[config.mk]
export PLATFORM = sky130hd
export DESIGN_NAME = seq_sub40_22_flat
export DESIGN_NICKNAME = d
export VERILOG_FILES = /design/src/rtl/seq_sub40_22_pkg.sv /design/src/rtl/seq_sub40_22_if.sv /design/src/rtl/seq_sub40_22_sub_chunk_borrow.sv /design/src/rtl/seq_sub40_22.sv /design/src/flat_wrapper.sv
export SDC_FILE = /design/constraint.sdc
export NUM_CORES = 1
export LEC_CHECK = 0
export ABC_CLOCK_PERIOD_IN_PS = 8640
export CAP_MARGIN = 20
export CORE_AREA = 10 10 110 112
export CTS_CLUSTER_SIZE = 14
export DETAILED_ROUTE_END_ITERATION = 8
export DIE_AREA = 0 0 120 122
export PLACE_DENSITY = 0.84
export SYNTH_ARGS = -nofsm -noshare
export SYNTH_HDL_FRONTEND = slang
export SYNTH_SLANG_ARGS = --single-unit
[constraint.sdc]
create_clock -name clk -period 8.64 [get_ports clk]
set_clock_uncertainty 0.15 [all_clocks]
set_input_delay 1.728 -clock clk [delete_from_list [all_inputs] [get_ports clk]]
set_output_delay 1.728 -clock clk [all_outputs]
set_load 0.01 [all_outputs]
[src/rtl/seq_sub40_22_pkg.sv]
`default_nettype none
// ============================================================================
// Module   : seq_sub40_22_pkg
// Brief    : Shared widths, chunk count helper and FSM state encoding for the
//            sequential 40-bit minus 22-bit borrow-chain subtractor.
// Revision : 1.0 - initial release
// ============================================================================
package seq_sub40_22_pkg;

    // Default operand widths and chunk size.
    localparam int c_S_W   = 40;
    localparam int c_B_W   = 22;
    localparam int c_CHUNK = 8;

    // Number of CHUNK-bit slices needed to cover a W-bit operand.
    function automatic int calc_nchunk(input int w, input int chunk);
        return (w + chunk - 1) / chunk;
    endfunction

    localparam int c_NCHUNK = calc_nchunk(c_S_W, c_CHUNK);

    typedef enum logic [1:0] {
        ST_IDLE = 2'd0,
        ST_RUN  = 2'd1,
        ST_DONE = 2'd2
    } state_t;

endpackage : seq_sub40_22_pkg
`default_nettype wire

[src/rtl/seq_sub40_22_if.sv]
`default_nettype none
// ============================================================================
// Module   : seq_sub40_22_if
// Brief    : Operand/result valid-ready bundle for seq_sub40_22. The master
//            side drives operands and accepts results; the slave is the
//            subtractor.
// Revision : 1.0 - initial release
// ============================================================================
interface seq_sub40_22_if
    import seq_sub40_22_pkg::*;
#(
    parameter int S_W = c_S_W,
    parameter int B_W = c_B_W
);
    logic           in_valid;
    logic           in_ready;
    logic [S_W-1:0] in_sum;
    logic [B_W-1:0] in_b;
    logic           out_valid;
    logic           out_ready;
    logic [S_W-2:0] out_diff;
    logic           out_underflow;
    logic           out_range_err;
    logic [2:0]     out_cycles;

    modport master (
        output in_valid, in_sum, in_b, out_ready,
        input  in_ready, out_valid, out_diff, out_underflow, out_range_err,
               out_cycles
    );

    modport slave (
        input  in_valid, in_sum, in_b, out_ready,
        output in_ready, out_valid, out_diff, out_underflow, out_range_err,
               out_cycles
    );
endinterface : seq_sub40_22_if
`default_nettype wire

[src/rtl/seq_sub40_22_sub_chunk_borrow.sv]
`default_nettype none
// ============================================================================
// Module   : sub_chunk_borrow
// Brief    : Combinational W-bit slice computing a - b - bin with borrow out.
//            A partial top slice is handled by zero-padding both operands;
//            the borrow then ripples through the padding unchanged.
// Revision : 1.0 - initial release
// ============================================================================
module sub_chunk_borrow #(
    parameter int W = 8
) (
    input  wire logic [W-1:0] i_a,
    input  wire logic [W-1:0] i_b,
    input  wire logic         i_bin,
    output logic      [W-1:0] o_diff,
    output logic              o_bout
);
    logic [W:0] w_full;

    // One extra bit captures the borrow as the sign of the widened difference.
    assign w_full = {1'b0, i_a} - {1'b0, i_b} - {{W{1'b0}}, i_bin};
    assign o_diff = w_full[W-1:0];
    assign o_bout = w_full[W];
endmodule : sub_chunk_borrow
`default_nettype wire

[src/rtl/seq_sub40_22.sv]
`default_nettype none
// ============================================================================
// Module   : seq_sub40_22
// Brief    : Multi-cycle sum - zero_ext(addend), CHUNK bits per cycle through
//            a registered borrow chain, with valid/ready on both sides.
//            Optional macro SEQ_SUB_EARLY_TERM_EN: once the chunk holding the
//            addend MSB produces no borrow, the remaining chunks are copied
//            from the sum and the result completes early.
// Revision : 1.0 - initial release
// ============================================================================
module seq_sub40_22
    import seq_sub40_22_pkg::*;
#(
    parameter int S_W   = c_S_W,
    parameter int B_W   = c_B_W,
    parameter int CHUNK = c_CHUNK
) (
    input wire logic      clk,
    input wire logic      rst,
    seq_sub40_22_if.slave bus
);
    localparam int c_NCH   = calc_nchunk(S_W, CHUNK);
    localparam int c_PW    = c_NCH * CHUNK;
    localparam int c_IDX_W = (c_NCH > 1) ? $clog2(c_NCH) : 1;
    localparam logic [c_IDX_W-1:0] c_LAST = c_IDX_W'(c_NCH - 1);

    state_t              r_state;
    state_t              w_state_next;
    logic                w_in_ready;
    logic                w_out_valid;

    logic [c_PW-1:0]     r_sum;
    logic [c_PW-1:0]     r_b;
    logic [c_PW-1:0]     r_diff;
    logic [c_IDX_W-1:0]  r_idx;
    logic                r_borrow;
    logic [2:0]          r_cycles;

    logic [CHUNK-1:0]    w_a_chunk;
    logic [CHUNK-1:0]    w_b_chunk;
    logic [CHUNK-1:0]    w_chunk_diff;
    logic                w_bout;
    logic                w_run_end;

`ifdef SEQ_SUB_EARLY_TERM_EN
    localparam int c_B_CHUNK = (B_W - 1) / CHUNK;
    logic w_early;
    // Above the addend MSB the subtrahend is zero, so no borrow means done.
    assign w_early   = (r_idx == c_IDX_W'(c_B_CHUNK)) && !w_bout;
    assign w_run_end = (r_idx == c_LAST) || w_early;
`else
    assign w_run_end = (r_idx == c_LAST);
`endif

    // Select the current chunk of both operands.
    always_comb begin
        w_a_chunk = '0;
        w_b_chunk = '0;
        for (int k = 0; k < c_NCH; k++) begin
            if (r_idx == c_IDX_W'(k)) begin
                w_a_chunk = r_sum[k*CHUNK +: CHUNK];
                w_b_chunk = r_b[k*CHUNK +: CHUNK];
            end
        end
    end

    sub_chunk_borrow #(
        .W (CHUNK)
    ) u_slice (
        .i_a    (w_a_chunk),
        .i_b    (w_b_chunk),
        .i_bin  (r_borrow),
        .o_diff (w_chunk_diff),
        .o_bout (w_bout)
    );

    // State register.
    always_ff @(posedge clk) begin
        if (rst) r_state <= ST_IDLE;
        else     r_state <= w_state_next;
    end

    // Next-state and handshake decode.
    always_comb begin
        w_state_next = r_state;
        w_in_ready   = 1'b0;
        w_out_valid  = 1'b0;
        case (r_state)
            ST_IDLE: begin
                w_in_ready = 1'b1;
                if (bus.in_valid) w_state_next = ST_RUN;
            end
            ST_RUN: begin
                if (w_run_end) w_state_next = ST_DONE;
            end
            ST_DONE: begin
                w_out_valid = 1'b1;
                if (bus.out_ready) w_state_next = ST_IDLE;
            end
            default: w_state_next = ST_IDLE;
        endcase
    end

    // Operand capture and one borrow-chain step per RUN cycle.
    always_ff @(posedge clk) begin
        if (rst) begin
            r_sum    <= '0;
            r_b      <= '0;
            r_diff   <= '0;
            r_idx    <= '0;
            r_borrow <= 1'b0;
            r_cycles <= 3'd0;
        end else begin
            case (r_state)
                ST_IDLE: begin
                    if (bus.in_valid) begin
                        r_sum    <= c_PW'(bus.in_sum);
                        r_b      <= c_PW'(bus.in_b);
                        r_diff   <= '0;
                        r_idx    <= '0;
                        r_borrow <= 1'b0;
                        r_cycles <= 3'd0;
                    end
                end
                ST_RUN: begin
                    for (int k = 0; k < c_NCH; k++) begin
                        if (r_idx == c_IDX_W'(k))
                            r_diff[k*CHUNK +: CHUNK] <= w_chunk_diff;
                    end
`ifdef SEQ_SUB_EARLY_TERM_EN
                    if (w_early) begin
                        for (int k = c_B_CHUNK + 1; k < c_NCH; k++)
                            r_diff[k*CHUNK +: CHUNK] <= r_sum[k*CHUNK +: CHUNK];
                    end
`endif
                    r_borrow <= w_bout;
                    r_idx    <= r_idx + 1'b1;
                    r_cycles <= r_cycles + 3'd1;
                end
                default: ;
            endcase
        end
    end

    assign bus.in_ready      = w_in_ready;
    assign bus.out_valid     = w_out_valid;
    assign bus.out_diff      = r_diff[S_W-2:0];
    assign bus.out_underflow = r_borrow;
    assign bus.out_range_err = ~r_borrow & r_diff[S_W-1];
    assign bus.out_cycles    = r_cycles;

endmodule : seq_sub40_22
`default_nettype wire
[src/flat_wrapper.sv]
// flat-port wrapper written by rule: the top's interface ports become plain ports
module seq_sub40_22_flat import seq_sub40_22_pkg::*;
#(
    parameter int S_W   = c_S_W,
    parameter int B_W   = c_B_W,
    parameter int CHUNK = c_CHUNK
)
  (clk, rst, bus_in_valid, bus_in_sum, bus_in_b, bus_out_ready, bus_in_ready, bus_out_valid, bus_out_diff, bus_out_underflow, bus_out_range_err, bus_out_cycles);
  seq_sub40_22_if #(.S_W(S_W), .B_W(B_W)) bus_i ();
  input wire logic clk;
  input wire logic rst;
  input wire logic [$bits(bus_i.in_valid)-1:0] bus_in_valid;
  input wire logic [$bits(bus_i.in_sum)-1:0] bus_in_sum;
  input wire logic [$bits(bus_i.in_b)-1:0] bus_in_b;
  input wire logic [$bits(bus_i.out_ready)-1:0] bus_out_ready;
  output wire logic [$bits(bus_i.in_ready)-1:0] bus_in_ready;
  output wire logic [$bits(bus_i.out_valid)-1:0] bus_out_valid;
  output wire logic [$bits(bus_i.out_diff)-1:0] bus_out_diff;
  output wire logic [$bits(bus_i.out_underflow)-1:0] bus_out_underflow;
  output wire logic [$bits(bus_i.out_range_err)-1:0] bus_out_range_err;
  output wire logic [$bits(bus_i.out_cycles)-1:0] bus_out_cycles;
  assign bus_i.in_valid = bus_in_valid;
  assign bus_i.in_sum = bus_in_sum;
  assign bus_i.in_b = bus_in_b;
  assign bus_i.out_ready = bus_out_ready;
  assign bus_in_ready = bus_i.in_ready;
  assign bus_out_valid = bus_i.out_valid;
  assign bus_out_diff = bus_i.out_diff;
  assign bus_out_underflow = bus_i.out_underflow;
  assign bus_out_range_err = bus_i.out_range_err;
  assign bus_out_cycles = bus_i.out_cycles;
  seq_sub40_22 #(.S_W(S_W), .B_W(B_W), .CHUNK(CHUNK)) u_core (.clk(clk), .rst(rst), .bus(bus_i));
endmodule
==> flow_summary.toml, run 1 <==
[synth]
synth_top_area_frac = 0.4151
ys_ff_latch = 111
ys_top_cells_by_count = "164 x nand2_1, 111 x dfxtp_1, 91 x a21oi_1"
syn_avg_cell_area_sq_um = 7.979
synth.most_common_cell = "nand2_1"
synth_area_leaders = "dfxtp_1 42%, nand2_1 11%, a21oi_1 8.5%"
async_reset_ff_frac = 0
syn_inst = 671
synth_area_sq_um = 5354
synth_edf_count = 0
synth_seq_area_share = 0.4151
synth-main-ff-cell = "dfxtp_1"
synth_fp_nets = 757
ys_warn_count = 0
ys_types = 48
yosys.area.top_type = "dfxtp_1"

[finish]
drive_gt1_frac = 0.05035
fin_util = 0.6354
diodes = 0
areaGrowthSynthToFinish_pct = 19.23
nets = 796
nFillCells = 909
stdcell_area_sq_um = 6384

[drt]
drt_iter0_drc = 459
remaining_drc_errors = 0
firstDrtPassIters = 8
top_layer_used = "met4"
wl_mm = 13.87
met3_length_mm = 1.045
post_drt_wl_per_cell_um = 16.30
via_per_inst = 5.539
wirelength_met1_mm = 6.108
antenna_left = 0
vias = 4714
wl_met2_mm = 6.532

[power]
ir_drop_mv = 0.09207
power_density_nw_per_um2 = 187.4
p_leak_uw = 0.002403
p_total_uw = 1196

[floorplanning]
die_w_um = 120
core_area_sq_um = 10050
io_pins = 112
start_util = 0.5329
die_area_sq_um = 14640
chipHeight_um = 122
rows = 37

[placed_design]
gp_congestion = 0.9307
placed_cell_area_sq_um = 6177
hpwl_mm = 10.20
portBuffers = 111

[setup_path]
worstSetupPathType = "flip-flop to flip-flop"
startpoint_type = "flip-flop"
critPathMaxFanout = 18
critPathCaptureType = "flip-flop"
required_ps = 8710
cp.arrival_ps = 4420

[clocking]
numClockSinks = 111
clk_latency_ps = 380
tritoncts = "done"
cts_resized = 0
numCtsBuffers = 9
cts_hold_buf = 0
h-tree-depth = 3
post_cts_buffers = 0
cts-root-buf = "clkbuf_8"
clk_path_buf_depth = 2
cts.reportedPaths.clkPinSlew_ps = 110

[min_path]
hold_class = "flip-flop to flip-flop"

[grt]
grt_use_total = 0.1893
grt_max_degree = 116
grt_pass1_wl_mm = 23.00
antenna_found_initial = 0
grt_pass1_vias = 4597
grt-ovfl-total = 0

[timing]
tns_ps = 0
final_hold_viol_count = 0
finalSetupViolCount = 0
tightest_slew_ps = 1102
finalCritPeriodShare = 0.5026
fmax_ghz = 0.2303
rsz0062_at_grt = "false"
slew_headroom = 0.2652
period_minus_slack_ps = 4343
drv_slew = 0

[status]
status = "completed"

[job]
drv_cap = 0
==> cell usage in the layout (no fill, tap or decap), types with 10 or more instances in the layout <==
cell type,synthesis,layout
nor2_1,45,45
o21ai_0,13,13
nand3b_1,19,19
a222oi_1,10,10
nand2_1,164,164
inv_1,15,15
clkbuf_8,0,10
dfxtp_1,111,111
ha_1,18,18
a21oi_1,91,91
nor3_1,11,11
clkdlybuf4s50_1,0,110
==> power by group <==
part	internal (uW)	switching, uW
combinational	136	172
clock	144	179
sequential	544	21.2
==> layout make-up <==
class                           instances  area (sq um)  share of cell area
Clock buffer                           10         137.6             0.02156
Timing Repair Buffer                  115          1149              0.1799
Clock inverter                          6         68.82             0.01078
Sequential cell                       111          2222              0.3481
Multi-Input combinational cell        457          2576              0.4036
Tap cell                              136         170.2             0.02666
Inverter                               16         60.06            0.009408
==> registers in the layout (all words and copies together), names as in the netlist <==
| register | flops |
|---|---|
| u_core.r_idx | 3 |
| u_core.r_diff | 40 |
| u_core.r_b | 22 |
| u_core.r_state | 2 |
| u_core.bus.out_cycles | 3 |
| u_core.r_sum | 40 |
| u_core.bus.out_underflow | 1 |
==> kinds of logic (layout without fill, tap and decap cells) <==
kind of cell,count (synthesis),count (layout),share of synthesized area
simple gates,262,262,0.2094
compound gates,168,168,0.2047
flops,111,111,0.4151
buf+inv,103,147,0.1047
fa+ha+maj,20,20,0.04955
xor+xnor,6,6,0.01473
mux,1,1,0.001870
==> routing by layer <==
layer / vias to the layer above / GRT usage
li1: 2314 / -
met1: 2205 / 0.2454
met2: 180 / 0.3036
met3: 15 / 0.04718
met4: 0 / 0.06109
met5: - / 0
==> per-stage QoR <==
step,cells,hold WS [ps],setup slack (ps)
final,851,309.9,4297
after global routing,851,335.5,3871
after CTS,851,311.5,4360
after detailed placement,835,296.1,4400
after global placement,834,293.9,4361
after floorplan,671,281.2,4952
==> worst max-delay path: stages, from the launching register on <==
cell and delay [ps]:
dfxtp_1 420, ha_1 570, nor2b_1 640, a22oi_1 210
nand2_1 110, o211ai_1 110, fa_1 470, fa_1 420
nand2b_1 170, a21oi_1 220, xor2_1 400, nor3_1 100
a21oi_1 160, nor2_1 50
==> worst paths after layout <==
kind / start / end / slack (ps) / cells after the start
max: u_core.r_idx[0]$_SDFFE_PP0P_ / u_core.r_diff[12]$_SDFFE_PP0P_ / 4300 / 13
min: u_core.r_sum[17]$_SDFFE_PP0P_ / u_core.r_sum[17]$_SDFFE_PP0P_ / 310 / 2
max reg2reg: u_core.r_idx[0]$_SDFFE_PP0P_ / u_core.r_diff[12]$_SDFFE_PP0P_ / 4300 / 13
min reg2reg: u_core.r_sum[17]$_SDFFE_PP0P_ / u_core.r_sum[17]$_SDFFE_PP0P_ / 310 / 2
Note: power is estimated with default switching activity, not from simulation.
==> run 2, diff against run 1 <==
- ABC_CLOCK_PERIOD_IN_PS: 8640 -> 4100
- CORE_AREA: 10 10 110 112 -> 10 10 114 116
- DIE_AREA: 0 0 120 122 -> 0 0 124 126
- PLACE_DENSITY: 0.84 -> 0.78
- clock period: 8.64 -> 4.1 ns (I/O delays scaled with it)
==> run 2 against run 1 <==
  * Global-route usage is 1.6 points lower
  * Combinational power is 120% higher
  * Sequential power is 110% higher
  * Worst hold slack better by 2.7 ps
  * Count of clock-buffer cells in the layout is 2 higher
  * Non-clock buffer count is 11 higher
==> flow_summary.toml, run 2 (synthesis gave the netlist of run 1 again) <==
[status]
status = "completed"

[floorplanning]
start_util = 0.5005
die_w_um = 124
io_pins = 112
chipHeight_um = 126
core_area_sq_um = 10700
rows = 38
die_area_sq_um = 15620

[power]
switching_share = 0.3062
p_leak_uw = 0.002456
p_clk_frac = 0.261
power_frac_seq = 0.473
p_total_uw = 2519
netSwitchingPower_uw = 771.2
p_int_uw = 1748
power_density_nw_per_um2 = 388.1
p_comb_frac = 0.266
ir_drop_mv = 0.1745

[setup_path]
worstSetupPathType = "flip-flop to flip-flop"
required_ps = 4170
critPathMaxFanout = 11
cp.arrival_ps = 3890
cp_num_cells = 13
startpoint_type = "flip-flop"
reg2regPathDepth = 13
path_delay_family = "adder cells"
crit_slowest_cell = "a222oi_1"
critPathCaptureType = "flip-flop"
slowest_delay_ps = 430
cp_cell_sequence = "inv_1, ha_1, and2_1, a222oi_1, inv_1, fa_1, fa_1, nand2b_1, a21oi_2, a21oi_1, a31oi_1, mux2i_1, o41ai_1"
path_buf_inv = 2

[finish]
diodes = 0
stdcell_area_sq_um = 6490
drive_gt1_frac = 0.06612
nets = 807
fin_util = 0.6067
nFillCells = 942
layout_commonest_cell = "nand2_1"
layout.cells.most_common_list = "164 x nand2_1, 110 x clkdlybuf4s50_1, 110 x dfxtp_1"
top_regs = "u_core.r_diff (40), u_core.r_sum (40), u_core.r_b (22)"
areaGrowthSynthToFinish_pct = 21.22

[grt]
grt-ovfl-total = 0
grt_pass1_vias = 4491
antenna_found_initial = 0
grt_use_total = 0.1733
grt_pass1_wl_mm = 22.34
grt_max_degree = 74

[drt]
firstDrtPassIters = 7
antenna_left = 0
post_drt_wl_per_cell_um = 16.08
vias = 4672
drt_iter0_drc = 484
via_per_inst = 5.395
remaining_drc_errors = 0
wl_mm = 13.92

[timing]
fmax_ghz = 0.2623
rsz0062_at_grt = "false"
slew_headroom = 0.5477
tightest_slew_ps = 678.4
drv_slew = 0
finalSetupViolCount = 0
final_hold_viol_count = 0
holdWs_ps = 312.6
period_minus_slack_ps = 3813
finalCritPeriodShare = 0.9299
tns_ps = 0

[min_path]
hold_path_depth = 2
hold_class = "flip-flop to flip-flop"

[clocking]
cts-root-buf = "clkbuf_8"
clk_latency_ps = 370
h-tree-depth = 3
numCtsBuffers = 9
cts.reportedPaths.clkPinSlew_ps = 100
numClockSinks = 111
clk_path_buf_depth = 2
tritoncts = "done"

[placed_design]
hpwl_mm = 10.66
gp_congestion = 0.9212
placed_cell_area_sq_um = 6277
portBuffers = 111

[job]
drv_cap = 0
run 2: area by class of cell:
| type | count | area, sq um | area share |
|---|---|---|---|
| clock buffers | 12 | 145.1 | 0.02236 |
| clock inverters | 4 | 55.05 | 0.008483 |
| flip-flops and latches | 111 | 2223 | 0.3426 |
| multi-input cells | 457 | 2587 | 0.3987 |
| well taps | 140 | 175.2 | 0.02699 |
| inverters | 16 | 60.06 | 0.009254 |
| repair buffers | 126 | 1244 | 0.1916 |
run 2: through the flow:
step,instances,setup slack (ps)
after global routing,866,3.833
after CTS,866,202.8
final,866,287.5
after floorplan,671,411.5
after global placement,850,390.7
after detailed placement,850,200.9
run 2: worst paths after layout:
path	startpoint	endpoint	slack [ps]
setup / recovery	u_core.r_idx[1]$_SDFFE_PP0P_	u_core.bus.out_underflow$_SDFFE_PP0P_	290
hold / removal	u_core.r_sum[21]$_SDFFE_PP0P_	u_core.r_sum[21]$_SDFFE_PP0P_	310
setup reg to reg	u_core.r_idx[1]$_SDFFE_PP0P_	u_core.bus.out_underflow$_SDFFE_PP0P_	290
hold reg to reg	u_core.r_sum[21]$_SDFFE_PP0P_	u_core.r_sum[21]$_SDFFE_PP0P_	310
run 2: power groups by stage:
| stage | sequential, uW | clock [uW] | combinational (uW) |
|---|---|---|---|
| 2_1_floorplan | 1200 | 0 | 465 |
| 3_3_place_gp | 1210 | 0 | 647 |
| 3_5_place_dp | 1220 | 0 | 661 |
| 4_1_cts | 1190 | 668 | 664 |
| 5_1_grt | 1200 | 710 | 734 |
| 6_report | 1190 | 656 | 671 |
run 2: worst min-delay path: cells and delay by family (launching register included):
kind            cells  cell delay [ps]
flops               1              320
simple gates        1               50
compound gates      1               50
run 2: timing repair:
action / CTS / global route
hold buffers: 0 / 0
setup endpoints to repair: 0 / 14
setup buffers: 0 / 0
resized for setup: 0 / 3
run 2: layer usage:
metal | vias to the layer above | share of wire | global-route usage | wire length, um
met5 | - | 0 | 0 | 0
met2 | 180 | 0.46 | 0.2806 | 6366
met4 | 0 | 0.020 | 0.05827 | 285
met1 | 2138 | 0.45 | 0.2221 | 6240
li1 | 2333 | - | - | -
met3 | 21 | 0.074 | 0.03753 | 1029
